<file path="src/rtl/loader_pkg.sv">
// Shared definitions for the program loader.
// Contents:
//   state_e          - loader FSM states
//   depth_for()      - instruction memory depth for a given address width
//   accepts_words()  - true for the states in which the loader takes stream words
//   LOADER_DEPTH     - default memory depth (ADDR_WIDTH = 4)
package loader_pkg;

    typedef enum logic [2:0] {
        ST_IDLE  = 3'd0,
        ST_LEN   = 3'd1,
        ST_DATA  = 3'd2,
        ST_CHECK = 3'd3,
        ST_DONE  = 3'd4,
        ST_ERROR = 3'd5
    } state_e;

    localparam int unsigned LOADER_ADDR_WIDTH = 32'd4;

    function automatic int unsigned depth_for(input int unsigned aw);
        return 32'd1 << aw;
    endfunction

    localparam int unsigned LOADER_DEPTH = depth_for(LOADER_ADDR_WIDTH);

    function automatic logic accepts_words(input state_e s);
        logic r;
        case (s)
            ST_LEN, ST_DATA, ST_CHECK: r = 1'b1;
            default:                   r = 1'b0;
        endcase
        return r;
    endfunction

endpackage

</file>
<file path="src/rtl/prog_checksum.sv">
// Running modular checksum for the loader frame.
// Ports:
//   clk, rst    - clock and asynchronous active-low reset
//   clr_i       - zero the accumulator (wins over add_i)
//   add_i       - accumulate data_i this cycle
//   data_i      - word being accepted
//   sum_zero_o  - accumulator + data_i is zero; lets the loader judge the
//                 checksum word in the same cycle it is accepted
module prog_checksum #(
    parameter int unsigned INSTR_WIDTH = 8
) (
    input  logic                   clk,
    input  logic                   rst,
    input  logic                   clr_i,
    input  logic                   add_i,
    input  logic [INSTR_WIDTH-1:0] data_i,
    output logic                   sum_zero_o
);

    logic [INSTR_WIDTH-1:0] acc_q;
    logic [INSTR_WIDTH-1:0] acc_d;
    logic [INSTR_WIDTH-1:0] sum_s;

    assign sum_s      = acc_q + data_i;
    assign sum_zero_o = (sum_s == '0);

    // Next accumulator value: clear, add or hold.
    always_comb begin
        acc_d = acc_q;
        if (clr_i) begin
            acc_d = '0;
        end else if (add_i) begin
            acc_d = sum_s;
        end else begin
            acc_d = acc_q;
        end
    end

    // Accumulator register.
    always_ff @(posedge clk or negedge rst) begin
        if (!rst) begin
            acc_q <= '0;
        end else begin
            acc_q <= acc_d;
        end
    end

endmodule

</file>
<file path="src/rtl/prog_loader.sv">
// Program loader: receives a framed word stream (length, instructions,
// checksum) and writes the instructions into the core's instruction memory,
// holding the core in reset until a checksum-correct program is loaded.
// Ports:
//   clk, rst                  - clock, asynchronous active-low reset
//   in_data/in_valid/in_ready - stream input handshake
//   reload                    - one-cycle pulse, restart framing
//   mem_we/mem_addr/mem_wdata - instruction memory write port
//   cpu_hold                  - high while the core must stay in reset
//   done / err                - frame accepted / frame rejected
module prog_loader
    import loader_pkg::*;
#(
    parameter int unsigned BIT_WIDTH   = 4,
    parameter int unsigned ADDR_WIDTH  = 4,
    parameter int unsigned INSTR_WIDTH = 8
) (
    input  logic                   clk,
    input  logic                   rst,
    input  logic [INSTR_WIDTH-1:0] in_data,
    input  logic                   in_valid,
    output logic                   in_ready,
    input  logic                   reload,
    output logic                   mem_we,
    output logic [ADDR_WIDTH-1:0]  mem_addr,
    output logic [INSTR_WIDTH-1:0] mem_wdata,
    output logic                   cpu_hold,
    output logic                   done,
    output logic                   err
);

    localparam int unsigned DEPTH = depth_for(ADDR_WIDTH);
    // One extra bit so a full-depth count (DEPTH) is representable.
    localparam int unsigned CW = ADDR_WIDTH + 1;
    localparam logic [CW-1:0] DEPTH_C = CW'(DEPTH);
    localparam logic [CW-1:0] ONE_C   = {{ADDR_WIDTH{1'b0}}, 1'b1};

    // An instruction must at least hold one operand of the datapath.
    if (BIT_WIDTH > INSTR_WIDTH) begin : g_bad_width
        $error("prog_loader: BIT_WIDTH exceeds INSTR_WIDTH");
    end

    state_e                 state_q, state_d;
    logic [CW-1:0]          cnt_q, cnt_d;
    logic [CW-1:0]          len_q, len_d;
    logic                   in_ready_q, in_ready_d;
    logic                   mem_we_q, mem_we_d;
    logic [ADDR_WIDTH-1:0]  mem_addr_q, mem_addr_d;
    logic [INSTR_WIDTH-1:0] mem_wdata_q, mem_wdata_d;
    logic                   cpu_hold_q, done_q, err_q;
    logic                   xfer_s;
    logic                   csum_clr_s, csum_add_s, csum_zero_s;

    // in_ready_q is only ever high in LEN/DATA/CHECK, so this is a real transfer.
    assign xfer_s = in_valid & in_ready_q;

    prog_checksum #(
        .INSTR_WIDTH (INSTR_WIDTH)
    ) u_csum (
        .clk        (clk),
        .rst        (rst),
        .clr_i      (csum_clr_s),
        .add_i      (csum_add_s),
        .data_i     (in_data),
        .sum_zero_o (csum_zero_s)
    );

    // Frame FSM, word counter and write-port next state.
    always_comb begin
        state_d     = state_q;
        cnt_d       = cnt_q;
        len_d       = len_q;
        mem_we_d    = 1'b0;
        mem_addr_d  = mem_addr_q;
        mem_wdata_d = mem_wdata_q;
        csum_clr_s  = 1'b0;
        csum_add_s  = 1'b0;
        if (reload) begin
            // Reload beats a coincident transfer; that word is dropped.
            state_d    = ST_LEN;
            cnt_d      = '0;
            len_d      = '0;
            csum_clr_s = 1'b1;
        end else begin
            case (state_q)
                ST_IDLE: begin
                    state_d    = ST_LEN;
                    csum_clr_s = 1'b1;
                end
                ST_LEN: begin
                    if (xfer_s) begin
                        csum_add_s = 1'b1;
                        cnt_d      = '0;
                        if (32'(in_data) > DEPTH) begin
                            state_d = ST_ERROR;
                        end else begin
                            state_d = ST_DATA;
                            // Length 0 encodes a full-depth program.
                            len_d   = (in_data == '0) ? DEPTH_C : CW'(in_data);
                        end
                    end else begin
                        state_d = ST_LEN;
                    end
                end
                ST_DATA: begin
                    if (xfer_s) begin
                        csum_add_s  = 1'b1;
                        mem_we_d    = 1'b1;
                        mem_addr_d  = cnt_q[ADDR_WIDTH-1:0];
                        mem_wdata_d = in_data;
                        cnt_d       = cnt_q + ONE_C;
                        if (cnt_d == len_q) begin
                            state_d = ST_CHECK;
                        end else begin
                            state_d = ST_DATA;
                        end
                    end else begin
                        state_d = ST_DATA;
                    end
                end
                ST_CHECK: begin
                    if (xfer_s) begin
                        csum_add_s = 1'b1;
                        if (csum_zero_s) begin
                            state_d = ST_DONE;
                        end else begin
                            state_d = ST_ERROR;
                        end
                    end else begin
                        state_d = ST_CHECK;
                    end
                end
                ST_DONE:  state_d = ST_DONE;
                ST_ERROR: state_d = ST_ERROR;
                default:  state_d = ST_IDLE;
            endcase
        end
    end

    // Ready follows the next state so it drops in the same edge the frame
    // ends; the IDLE exclusion gives the one-cycle delay after reset.
    always_comb begin
        in_ready_d = 1'b0;
        if (state_q == ST_IDLE) begin
            in_ready_d = 1'b0;
        end else begin
            in_ready_d = accepts_words(state_d);
        end
    end

    // State and output registers.
    always_ff @(posedge clk or negedge rst) begin
        if (!rst) begin
            state_q     <= ST_IDLE;
            cnt_q       <= '0;
            len_q       <= '0;
            in_ready_q  <= 1'b0;
            mem_we_q    <= 1'b0;
            mem_addr_q  <= '0;
            mem_wdata_q <= '0;
            cpu_hold_q  <= 1'b1;
            done_q      <= 1'b0;
            err_q       <= 1'b0;
        end else begin
            state_q     <= state_d;
            cnt_q       <= cnt_d;
            len_q       <= len_d;
            in_ready_q  <= in_ready_d;
            mem_we_q    <= mem_we_d;
            mem_addr_q  <= mem_addr_d;
            mem_wdata_q <= mem_wdata_d;
            cpu_hold_q  <= (state_d != ST_DONE);
            done_q      <= (state_d == ST_DONE);
            err_q       <= (state_d == ST_ERROR);
        end
    end

    assign in_ready  = in_ready_q;
    assign mem_we    = mem_we_q;
    assign mem_addr  = mem_addr_q;
    assign mem_wdata = mem_wdata_q;
    assign cpu_hold  = cpu_hold_q;
    assign done      = done_q;
    assign err       = err_q;

endmodule

</file>
<file path="config.mk">
export PLATFORM = sky130hd
export DESIGN_NAME = prog_loader
export DESIGN_NICKNAME = d
export VERILOG_FILES = /design/src/rtl/loader_pkg.sv /design/src/rtl/prog_checksum.sv /design/src/rtl/prog_loader.sv
export SDC_FILE = /design/constraint.sdc
export NUM_CORES = 1
export LEC_CHECK = 0
export BUFFER_PORTS_ARGS = -buffer_cell sky130_fd_sc_hd__buf_2
export CAP_MARGIN = 20
export CORE_AREA = 2 2 64 81
export DETAILED_ROUTE_END_ITERATION = 10
export DIE_AREA = 0 0 66 83
export SYNTH_ARGS = -nofsm -noshare
export SYNTH_HDL_FRONTEND = slang
export SYNTH_HIERARCHICAL = 1
export SYNTH_SLANG_ARGS = --single-unit
</file>
<file path="constraint.sdc">
create_clock -name clk -period 3.1 [get_ports clk]
set_input_delay 0.62 -clock clk [delete_from_list [all_inputs] [get_ports clk]]
set_output_delay 0.62 -clock clk [all_outputs]
set_load 0.03 [all_outputs]
</file>
# == After elaboration in Yosys (flattened, before gate mapping) ==
# Index checks and enable logic that the tools add are counted.
# totals
out_inout_bits,17
in_bits,12
word_cells,71
ff_bits,38
# op_classes
n_addsub,2
n_lt_le_gt_ge,1
mux,28
bitwise,2
n_eq_ne,15
n_reduce_logical,12
# op_table
cell,count
5-bit two-way mux,8
3-bit one-hot mux with 6 select lines,1
8-bit logical NOT,2
8-bit two-way mux,2
3-bit two-way mux,5
"3-bit by 2-bit equality test with 1-bit output, second input constant",4
"3-bit equality test, second input constant",4
1-bit two-way mux,11
5-bit one-hot mux with 2 select lines,1
"3-bit inequality test, second input constant",3
3-bit AND reduction,3
8-bit adder,1
"8-bit by 5-bit > comparator with 1-bit output, second input constant",1
"3-bit by 1-bit equality test with 1-bit output, second input constant",2
2-bit nonzero test,3
3-bit OR reduction,2
"5-bit by 1-bit adder with 5-bit output, second input constant",1
5-bit equality test,1
3-bit logical NOT,1
3-bit nonzero test,1
"2-bit inequality test, second input constant",1
1-bit AND,1
1-bit NOT,1

# == Logic depth before layout (Yosys ltp) ==
# Gate-level depths: netlist of run 1.
# depth
word_depth,10
ltp_mapped,11
depth_no_buf,11

# == Modules after synthesis ==
# The synthesis of run 1 kept the hierarchy.
# modules_own_cells
module,seq_area_each_um2,area_per_inst_um2,cells_each,n_inst
prog_loader,752.0,1441.4,114,1
prog_checksum,200.2,635.6,68,1

# == Worst setup path before layout of run 1 ==
# Ideal clock, no wire load.
# synth_timing
kind,input -> register
start,in in_data[0]
end,reg done_q (netlist: done)
n_path_buf,0
required_time_ps,3032
setup_time_ps,68
slack_ps,220
arrival_ps,2812
path_stages,10
cell_sequence,ha_1 > fa_1 > xor2_1 > or3_1 > or3_1 > nor4_2 > nand3_1 > nand4b_1 > o311a_2 > and3_1
# synth_between
elab_chain_len,7
elab_cells_between_ends,10
cone_classes,add/sub (1); order compare (1); eq/ne (1); mux (6); reduce/logical (1)
# synth_lines
element,line_no,rtl
from (decl),prog_loader.sv:20,"input logic [INSTR_WIDTH-1:0] in_data,"
8-bit adder,prog_checksum.sv:24,assign sum_s = acc_q + data_i;
8-bit logical NOT,prog_checksum.sv:25,assign sum_zero_o = (sum_s == '0);
named net csum_zero_s,prog_loader.sv:52,"logic csum_clr_s, csum_add_s, csum_zero_s;"
1-bit two-way mux,prog_loader.sv:124,if (csum_zero_s) begin
3-bit two-way mux,prog_loader.sv:122,if (xfer_s) begin
3-bit one-hot mux with 6 select lines,prog_loader.sv:85,case (state_q)
3-bit two-way mux,prog_loader.sv:78,if (reload) begin
3-bit equality test,prog_loader.sv:173,done_q <= (state_d == ST_DONE);
to (signal assigned),prog_loader.sv:173,
to (decl),prog_loader.sv:50,"logic cpu_hold_q, done_q, err_q;"
# The timed path passes the listed nets, and every way through them passes these cells.
# A chain may end at the register's enable or synchronous reset.

# == Worst setup path after layout of run 1 ==
# layout_timing
start,in in_data[0]
end,reg err_q (netlist: err)
# layout_between
elab_chain_len,7
elab_cells_between_ends,10
cone_classes,add/sub (1); order compare (1); eq/ne (1); mux (6); reduce/logical (1)
# layout_lines
element,line_no,rtl
8-bit adder,prog_checksum.sv:24,
8-bit logical NOT,prog_checksum.sv:25,
named net csum_zero_s,prog_loader.sv:52,
1-bit two-way mux,prog_loader.sv:124,
3-bit two-way mux,prog_loader.sv:122,
3-bit one-hot mux with 6 select lines,prog_loader.sv:85,
3-bit two-way mux,prog_loader.sv:78,
3-bit equality test,prog_loader.sv:174,err_q <= (state_d == ST_ERROR);
to (signal assigned),prog_loader.sv:174,
to (decl),prog_loader.sv:50,
# The timed path passes the listed nets, and every way through them passes these cells.

==> results of run 1 <==
## layout make-up
class | count | area, sq um
fill | 456 | 2310
multi-input combinational | 134 | 1070
sequential | 38 | 952
timing repair buffer | 32 | 170
tap | 60 | 75.1
clock buffer | 5 | 68.8
clock inverter | 3 | 40.0
inverter | 3 | 11.3
## worst max path at each step
stage	startpoint	to	slack [ns]	depth (start not counted)
floorplan	in_data[0]	done$_DFF_PN0_	0.22	10
global placement	in_data[0]	in_ready$_DFF_PN0_	0.02	11
detailed placement	in_data[0]	err$_DFF_PN0_	-0.04	11
CTS	in_data[0]	err$_DFF_PN0_	0.28	11
global route	in_data[0]	err$_DFF_PN0_	0.08	11
finish	in_data[0]	err$_DFF_PN0_	0.28	11
## state kept, by name, summed over array words and instances (netlist names)
name	cells
cpu_hold	1
state_q	3
in_ready	1
done	1
err	1
cnt_q	5
mem_addr	4
mem_wdata	8
mem_we	1
u_csum/acc_q	8
len_q	5
## cell families after synthesis
kind of cell	after synthesis	synth area share
fa+ha+maj	9	0.0578
buf+inv	10	0.0265
compound gates	29	0.107
simple gates	59	0.167
mux	21	0.109
xor+xnor	16	0.0747
flops	38	0.458
## through the flow
step / setup slack [ns] / total power [mW]
after global placement: 0.0211 / 0.783
after floorplan: 0.220 / 0.723
after detailed placement: -0.0371 / 0.790
after CTS: 0.277 / 1.21
after global routing: 0.0849 / 1.26
final: 0.279 / 1.20
## layer usage
layer / part of all wire / GRT usage / vias to the layer above / wire length (um)
met5: 0 / 0 / - / 0
met4: 0.021 / 0.0835 / 0 / 94
met3: 0.032 / 0.0285 / 8 / 140
met2: 0.52 / 0.298 / 29 / 2260
met1: 0.43 / 0.203 / 769 / 1890
li1: - / - / 731 / -
## cells in the mapped netlist, types with 3 or more instances
master and count:
dfrtp_1 37, nand3_1 5, mux2i_1 8, mux2_2 11, xor2_1 7, nor4_1 4
ha_1 8, nor3_1 5, nor2_1 19, a21oi_1 7, a22o_1 5, xnor2_1 8
nand2_1 7, o21ai_0 3
## power by group
part | total [mW] | switching [mW] | internal [mW]
sequential | 0.547 | 0.0271 | 0.520
combinational | 0.236 | 0.144 | 0.0922
clock | 0.417 | 0.180 | 0.237
total | 1.20 | 0.351 | 0.849
## worst max-delay path: cells and delay by family
kind | cells | cell delay (ns)
buf+inv | 1 | 0.11
simple gates | 5 | 1.11
compound gates | 2 | 0.34
xor+xnor | 1 | 0.18
fa+ha+maj | 2 | 0.62
==> flow_metrics.py, run 1 <==
metrics = {
    "status": {
        "outcome": "finished clean",
    },
    "floorplanning": {
        "die_area_sq_um": 5480,
        "rows": 28,
        "die_width_um": 66,
        "coreArea_sq_um": 4690,
        "dieHeight_um": 83,
        "io_pins": 29,
        "start_util": 0.442,
    },
    "timing": {
        "rsz0062_at_grt": "no",
        "finalSetupViolCount": 0,
        "worstMarginPinSlew_ns": 0.837,
        "hold_violations": 0,
        "fmax_mhz": 354,
        "period_needed_ns": 2.82,
        "maxSlewViolCount": 0,
        "relSlewSlack": 0.442,
        "skew_ns": 0.00764,
        "whs_ns": 0.424,
        "post-route-period-util": 0.910,
        "tns_ns": 0,
    },
    "setup_path": {
        "slowest_delay_ns": 0.41,
        "rr_endpoint": "err$_DFF_PN0_",
        "regToRegStartpoint": "u_csum/acc_q[0]$_DFFE_PN0P_",
        "r2r_slack_ns": 0.34,
        "crit_chain": "buf_2 > ha_1 > fa_1 > xor2_1 > or3_1 > or3_1 > nor4_2 > nand3_1 > nand4b_1 > o311a_2 > a21boi_0",
        "criticalPathCategory": "primary input to flop",
        "critPathMaxFanout": 5,
        "start_kind": "primary input",
        "reg2reg_depth": 10,
        "cp_data_arrival_time_ns": 2.99,
        "cp_common_cell": "or3_1",
        "end_kind": "flop",
        "required_ns": 3.26,
        "cp_slowest_cell": "fa_1",
    },
    "cells_and_area": {
        "stdcell_area_sq_um": 2390,
        "mostFrequentLayoutCells": "37 x dfrtp_1, 28 x buf_2, 19 x nor2_1, 11 x mux2_2",
        "num_antenna_cells": 0,
        "layout-drive-gt1-share": 0.284,
        "final_common_cell": "dfrtp_1",
        "syn_to_final_growth_pct": 14.9,
        "final_nets": 235,
        "fin_cells": 275,
        "final_util": 0.509,
    },
    "cts": {
        "worstSkewPairLatency_ns": 0.29,
        "cts_buffer_depth": 2,
        "post_cts_resized": 0,
        "cts_max_level": 2,
        "cts_hold_buf": 0,
        "cts_setup_buffers": 0,
        "cts_tree": "yes",
        "clock_sinks": 38,
        "clk_root_buffer_cell": "clkbuf_8",
        "clk_pin_slew_ns": 0.08,
        "cts_made_buffers": 5,
    },
    "global_route": {
        "grt_pass1_vias": 1558,
        "grt_max_degree": 39,
        "antenna_found_initial": 0,
        "overflow": 0,
        "grt_pass1_wl_um": 7330,
        "track_usage": 0.173,
    },
    "drt": {
        "wl_per_cell_um": 15.9,
        "dr.first_iter.drc_count": 80,
        "routed_wl_um": 4380,
        "drc": 0,
        "route.vias.total": 1537,
        "antenna_left": 0,
        "drtPass1Iterations": 4,
        "routed_via_density": 5.59,
    },
    "placed_design": {
        "post_dp_cell_area_sq_um": 2280,
        "dp_hpwl_um": 3140,
        "io_buffers": 28,
        "post-place-cells": 267,
        "place_congestion": 0.805,
    },
    "power": {
        "p_leak_nw": 1.20,
        "p_per_area_nw_per_um2": 502,
        "vdd_drop_max_v": 0.000307,
    },
    "logic_synthesis": {
        "yosysTopAreaCell": "dfrtp_1",
        "synth_area_sq_um": 2080,
        "netlist_top_cells_area": "dfrtp_1 45%, mux2_2 6.0%, ha_1 4.8%, mux2i_1 3.9%, nor2_1 3.4%",
        "syn-num-nets": 203,
        "netlist_instances": 182,
        "synth_flop_cell": "dfrtp_1",
        "synth_seq_cells": 38,
        "synth_top_area_frac": 0.446,
        "synthDistinctLibCells": 50,
        "yosys_warnings": 6,
        "avgSynthCellArea_sq_um": 11.4,
        "synth-async-reset-ratio": 1.00,
        "synth-seq-area-share": 0.458,
        "synth_edf_count": 0,
    },
    "flow_run": {
        "cap_violations": 0,
    },
    "min_path": {
        "min_path_type": "primary input to async pin",
    },
}
Note: power is estimated with default switching activity, not from simulation.
==> run 2: changes to the inputs <==
- RECOVER_POWER: default -> 25
==> run 2 against run 1 <==
The flow now finishes with violations (max-capacitance violations, max-slew violations). Non-clock buffer count unchanged. Fmax barely moved. Cell area hardly changed. Routed wire length did not move.
==> flow_metrics.py, run 2 (same netlist as run 1, synthesis figures left out) <==
metrics = {
    "placed_design": {
        "post_dp_cell_area_sq_um": 2280,
        "io_buffers": 28,
        "place_congestion": 0.805,
        "post-place-cells": 267,
        "dp_hpwl_um": 3140,
        "pre_cts_slack_ns": -0.0371,
    },
    "power": {
        "vdd_drop_max_v": 0.000307,
        "p_per_area_nw_per_um2": 503,
        "p_leak_nw": 1.20,
        "power.total_mw": 1.20,
    },
    "setup_path": {
        "required_ns": 3.26,
        "critPathMaxFanout": 5,
        "cp_slowest_cell": "fa_1",
        "slowest_delay_ns": 0.41,
        "cp_common_cell": "or3_1",
        "end_kind": "flop",
        "cp_data_arrival_time_ns": 2.99,
        "criticalPathCategory": "primary input to flop",
        "start_kind": "primary input",
        "crit_chain": "buf_2 > ha_1 > fa_1 > xor2_1 > or3_1 > or3_1 > nor4_2 > nand3_1 > nand4b_1 > o311a_2 > a21boi_0",
    },
    "cts": {
        "post_cts_resized": 0,
        "cts_buffer_depth": 2,
        "cts_made_buffers": 5,
        "cts_hold_buf": 0,
        "cts_tree": "yes",
        "clock_sinks": 38,
        "cts_max_level": 2,
        "cts_setup_buffers": 0,
        "worstSkewPairLatency_ns": 0.29,
        "clk_root_buffer_cell": "clkbuf_8",
        "clk_pin_slew_ns": 0.08,
    },
    "timing": {
        "worstMarginPinSlew_ns": 2.01,
        "rsz0062_at_grt": "no",
        "relSlewSlack": -0.342,
        "maxSlewViolCount": 39,
        "tns_ns": 0,
        "fmax_mhz": 354,
        "skew_ns": 0.00764,
        "post-route-period-util": 0.910,
        "final.setup.worst_slack_ns": 0.279,
        "finalSetupViolCount": 0,
        "hold_violations": 0,
        "period_needed_ns": 2.82,
    },
    "global_route": {
        "grt_util_met2": 0.298,
        "met1_usage": 0.203,
        "grt_max_degree": 39,
        "track_usage": 0.173,
        "grt_pass1_wl_um": 7330,
        "grt_most_used_layer": "met2",
        "use_met3": 0.0285,
        "overflow": 0,
        "antenna_found_initial": 0,
        "grt_pass1_vias": 1558,
    },
    "floorplanning": {
        "coreArea_sq_um": 4690,
        "start_util": 0.442,
        "io_pins": 29,
        "die_area_sq_um": 5480,
        "die_width_um": 66,
        "dieHeight_um": 83,
        "rows": 28,
    },
    "cells_and_area": {
        "fill_cells": 457,
        "mostFrequentLayoutCells": "37 x dfrtp_1, 27 x buf_2, 19 x nor2_1, 11 x mux2_2",
        "layout-drive-gt1-share": 0.279,
        "stdcell_area_sq_um": 2390,
        "fin_cells": 275,
        "num_antenna_cells": 0,
        "syn_to_final_growth_pct": 14.9,
        "final_common_cell": "dfrtp_1",
        "final_nets": 235,
    },
    "flow_run": {
        "cap_violations": 1,
    },
    "drt": {
        "wl_per_cell_um": 15.9,
        "antenna_left": 0,
        "dr.first_iter.drc_count": 80,
        "route.vias.total": 1538,
        "drtPass1Iterations": 4,
        "routed_via_density": 5.59,
        "routed_wl_um": 4380,
        "drc": 0,
    },
    "min_path": {
        "min_path_type": "flop to flop",
    },
    "status": {
        "violations": "max-capacitance violations, max-slew violations",
        "outcome": "finished, violations left",
    },
}
[run 2: changes by cell type in the layout (fill, tap and decap cells not counted)]
cell / delta
clkbuf_1: +1
buf_2: -1
[run 2: critical path, delay by kind of cell]
family                     cells  cell delay [ns]
adders and majority gates      2             0.62
AOI/OAI and AO/OA              2             0.34
buffers and inverters          1             0.11
and+or+nand+nor                5             1.11
xor gates and xnor gates       1             0.18
[run 2: final timing paths]
kind | depth (start not counted) | start | slack [ns] | endpoint
worst max-delay path | 11 | in_data[0] | 0.28 | err$_DFF_PN0_
worst min-delay path | 1 | mem_wdata[7]$_DFFE_PN0P_ | 0.49 | mem_wdata[7]$_DFFE_PN0P_
worst max register to register | 10 | u_csum/acc_q[0]$_DFFE_PN0P_ | 0.34 | err$_DFF_PN0_
worst min register to register | 1 | mem_wdata[7]$_DFFE_PN0P_ | 0.49 | mem_wdata[7]$_DFFE_PN0P_
max in group asynchronous | 1 | rst | 1.06 | u_csum/acc_q[2]$_DFFE_PN0P_
min in group asynchronous | 1 | rst | 0.89 | cnt_q[3]$_DFFE_PN0P_
[run 2: stage by stage]
stage	hold WS (ns)	util
finish	0.487	0.508
global route	0.524	0.508
CTS	0.458	0.509
detailed placement	0.480	0.485
global placement	0.466	0.485
floorplan	0.324	-
[run 2: final cells by class]
type	count	area [sq um]	share of cell area
multi-input cells	134	1070	0.448
flip-flops and latches	38	952	0.399
repair buffers	32	169	0.0708
well taps	60	75.1	0.0315
clock buffers	5	68.8	0.0288
clock inverters	3	40.0	0.0168
inverters	3	11.3	0.00472
[run 2: power breakdown]
group	internal, mW	switching, mW	total, mW	leakage [nW]
clock network	0.237	0.180	0.417	0.0579
logic	0.0920	0.144	0.236	0.628
registers	0.520	0.0271	0.547	0.516
[run 2: metal layers]
layer	vias up	wire [um]
li1	731	-
met1	770	1890
met2	29	2260
met3	8	140
met4	0	94
met5	-	0
==> run 3: changes to the inputs <==
- clock period: 3.1 -> 3.6 ns (I/O delays scaled with it)
==> run 3 against run 2 <==
The run still ends with max-capacitance violations, max-slew violations left. Count of clock-buffer cells in the layout unchanged. Flip-flop and latch count is the same. Sequential power down 14%. Critical path depth is the same. Die area is the same. Global-route usage is 0.34 points higher. Critical path type unchanged. Largest power group unchanged.
==> flow_metrics.py, run 3 (same netlist as run 1, synthesis figures left out) <==
metrics = {
    "floorplanning": {
        "rows": 28,
        "dieHeight_um": 83,
        "die_area_sq_um": 5480,
        "coreArea_sq_um": 4690,
        "die_width_um": 66,
        "io_pins": 29,
        "start_util": 0.442,
    },
    "cts": {
        "cts_max_level": 2,
        "clk_pin_slew_ns": 0.08,
        "clk_root_buffer_cell": "clkbuf_8",
        "clock_sinks": 38,
        "cts_made_buffers": 5,
        "worstSkewPairLatency_ns": 0.29,
        "cts_tree": "yes",
        "post_cts_resized": 0,
        "cts_setup_buffers": 0,
        "cts_buffer_depth": 2,
        "cts_hold_buf": 0,
    },
    "drt": {
        "wl_per_cell_um": 15.8,
        "dr.first_iter.drc_count": 48,
        "route.vias.total": 1521,
        "routed_via_density": 5.59,
        "antenna_left": 0,
        "routed_wl_um": 4280,
        "drc": 0,
        "drtPass1Iterations": 4,
    },
    "timing": {
        "worstMarginPinSlew_ns": 2.02,
        "maxSlewViolCount": 39,
        "tns_ns": 0,
        "period_needed_ns": 2.99,
        "fmax_mhz": 334,
        "hold_violations": 0,
        "rsz0062_at_grt": "no",
        "finalSetupViolCount": 0,
        "relSlewSlack": -0.348,
        "post-route-period-util": 0.832,
        "skew_ns": 0.00823,
    },
    "global_route": {
        "overflow": 0,
        "track_usage": 0.176,
        "grt_pass1_vias": 1590,
        "grt_max_degree": 39,
        "grt_pass1_wl_um": 7510,
        "antenna_found_initial": 0,
    },
    "status": {
        "outcome": "finished, violations left",
        "violations": "max-capacitance violations, max-slew violations",
    },
    "min_path": {
        "min_path_type": "flop to flop",
    },
    "power": {
        "p_leak_nw": 1.20,
        "p_per_area_nw_per_um2": 464,
        "vdd_drop_max_v": 0.000284,
    },
    "setup_path": {
        "required_ns": 3.75,
        "criticalPathCategory": "primary input to flop",
        "end_kind": "flop",
        "cp_data_arrival_time_ns": 3.15,
        "critPathMaxFanout": 5,
        "start_kind": "primary input",
    },
    "cells_and_area": {
        "final_nets": 232,
        "layout-drive-gt1-share": 0.269,
        "mostFrequentLayoutCells": "37 x dfrtp_1, 27 x buf_2, 19 x nor2_1, 11 x mux2_2",
        "fill_cells": 444,
        "ff_latch_area_sq_um": 952,
        "syn_to_final_growth_pct": 15.2,
        "multiInputGateArea_sq_um": 1070,
        "num_antenna_cells": 0,
        "final_common_cell": "dfrtp_1",
        "fin_cells": 272,
    },
    "flow_run": {
        "cap_violations": 1,
    },
    "placed_design": {
        "post-place-cells": 264,
        "io_buffers": 28,
        "place_congestion": 0.805,
        "dp_hpwl_um": 3170,
    },
}
==> run 3: layout make-up <==
class                   instances  share of cell area
clock inverters                 3              0.0288
well taps                      60              0.0314
multi-input cells             134               0.447
inverters                       3             0.00471
repair buffers                 29              0.0612
clock buffers                   5              0.0288
flip-flops and latches         38               0.398
==> run 3: critical path, cell delays in order <==
cell,delay (ns)
buf_2,0.13
ha_1,0.24
fa_1,0.41
xor2_1,0.19
or3_1,0.30
or3_1,0.38
nor4_2,0.24
nand3_1,0.12
nand4b_1,0.10
o311a_2,0.23
a211oi_2,0.09
==> run 3: power by group <==
group	switching, mW	internal (mW)
logic	0.123	0.0781
registers	0.0226	0.447
clock network	0.160	0.278
total	0.306	0.803
==> run 3: metal layers <==
layer  vias up  part of all wire  global-route usage
li1        722                 -                   -
met1       758              0.43               0.219
met2        31              0.51               0.291
met3        10             0.034              0.0352
met4         0             0.022              0.0779
met5         -                 0                   0
==> run 3: path summary, 6_finish.rpt <==
| check | start | to | slack, ns | cells after the start |
|---|---|---|---|---|
| max in group asynchronous | rst | u_csum/acc_q[1]$_DFFE_PN0P_ | 1.45 | 1 |
| min in group asynchronous | rst | done$_DFF_PN0_ | 1.00 | 1 |
| hold / removal | mem_wdata[7]$_DFFE_PN0P_ | mem_wdata[7]$_DFFE_PN0P_ | 0.49 | 1 |
| setup / recovery | in_data[0] | in_ready$_DFF_PN0_ | 0.61 | 11 |
| hold reg to reg | mem_wdata[7]$_DFFE_PN0P_ | mem_wdata[7]$_DFFE_PN0P_ | 0.49 | 1 |
| setup reg to reg | u_csum/acc_q[0]$_DFFE_PN0P_ | in_ready$_DFF_PN0_ | 0.80 | 10 |
==> run 3: through the flow <==
step / utilization / power, mW / area, sq um / setup WS [ns] / hold slack [ns]
after global routing: 0.510 / 1.17 / 2390 / 0.441 / 0.525
after detailed placement: 0.481 / 0.680 / 2260 / 0.292 / 0.484
after floorplan: - / 0.622 / 2080 / 0.620 / 0.424
after CTS: 0.510 / 1.12 / 2390 / 0.598 / 0.503
final: 0.510 / 1.11 / 2390 / 0.605 / 0.491
after global placement: 0.481 / 0.672 / 2260 / 0.381 / 0.466
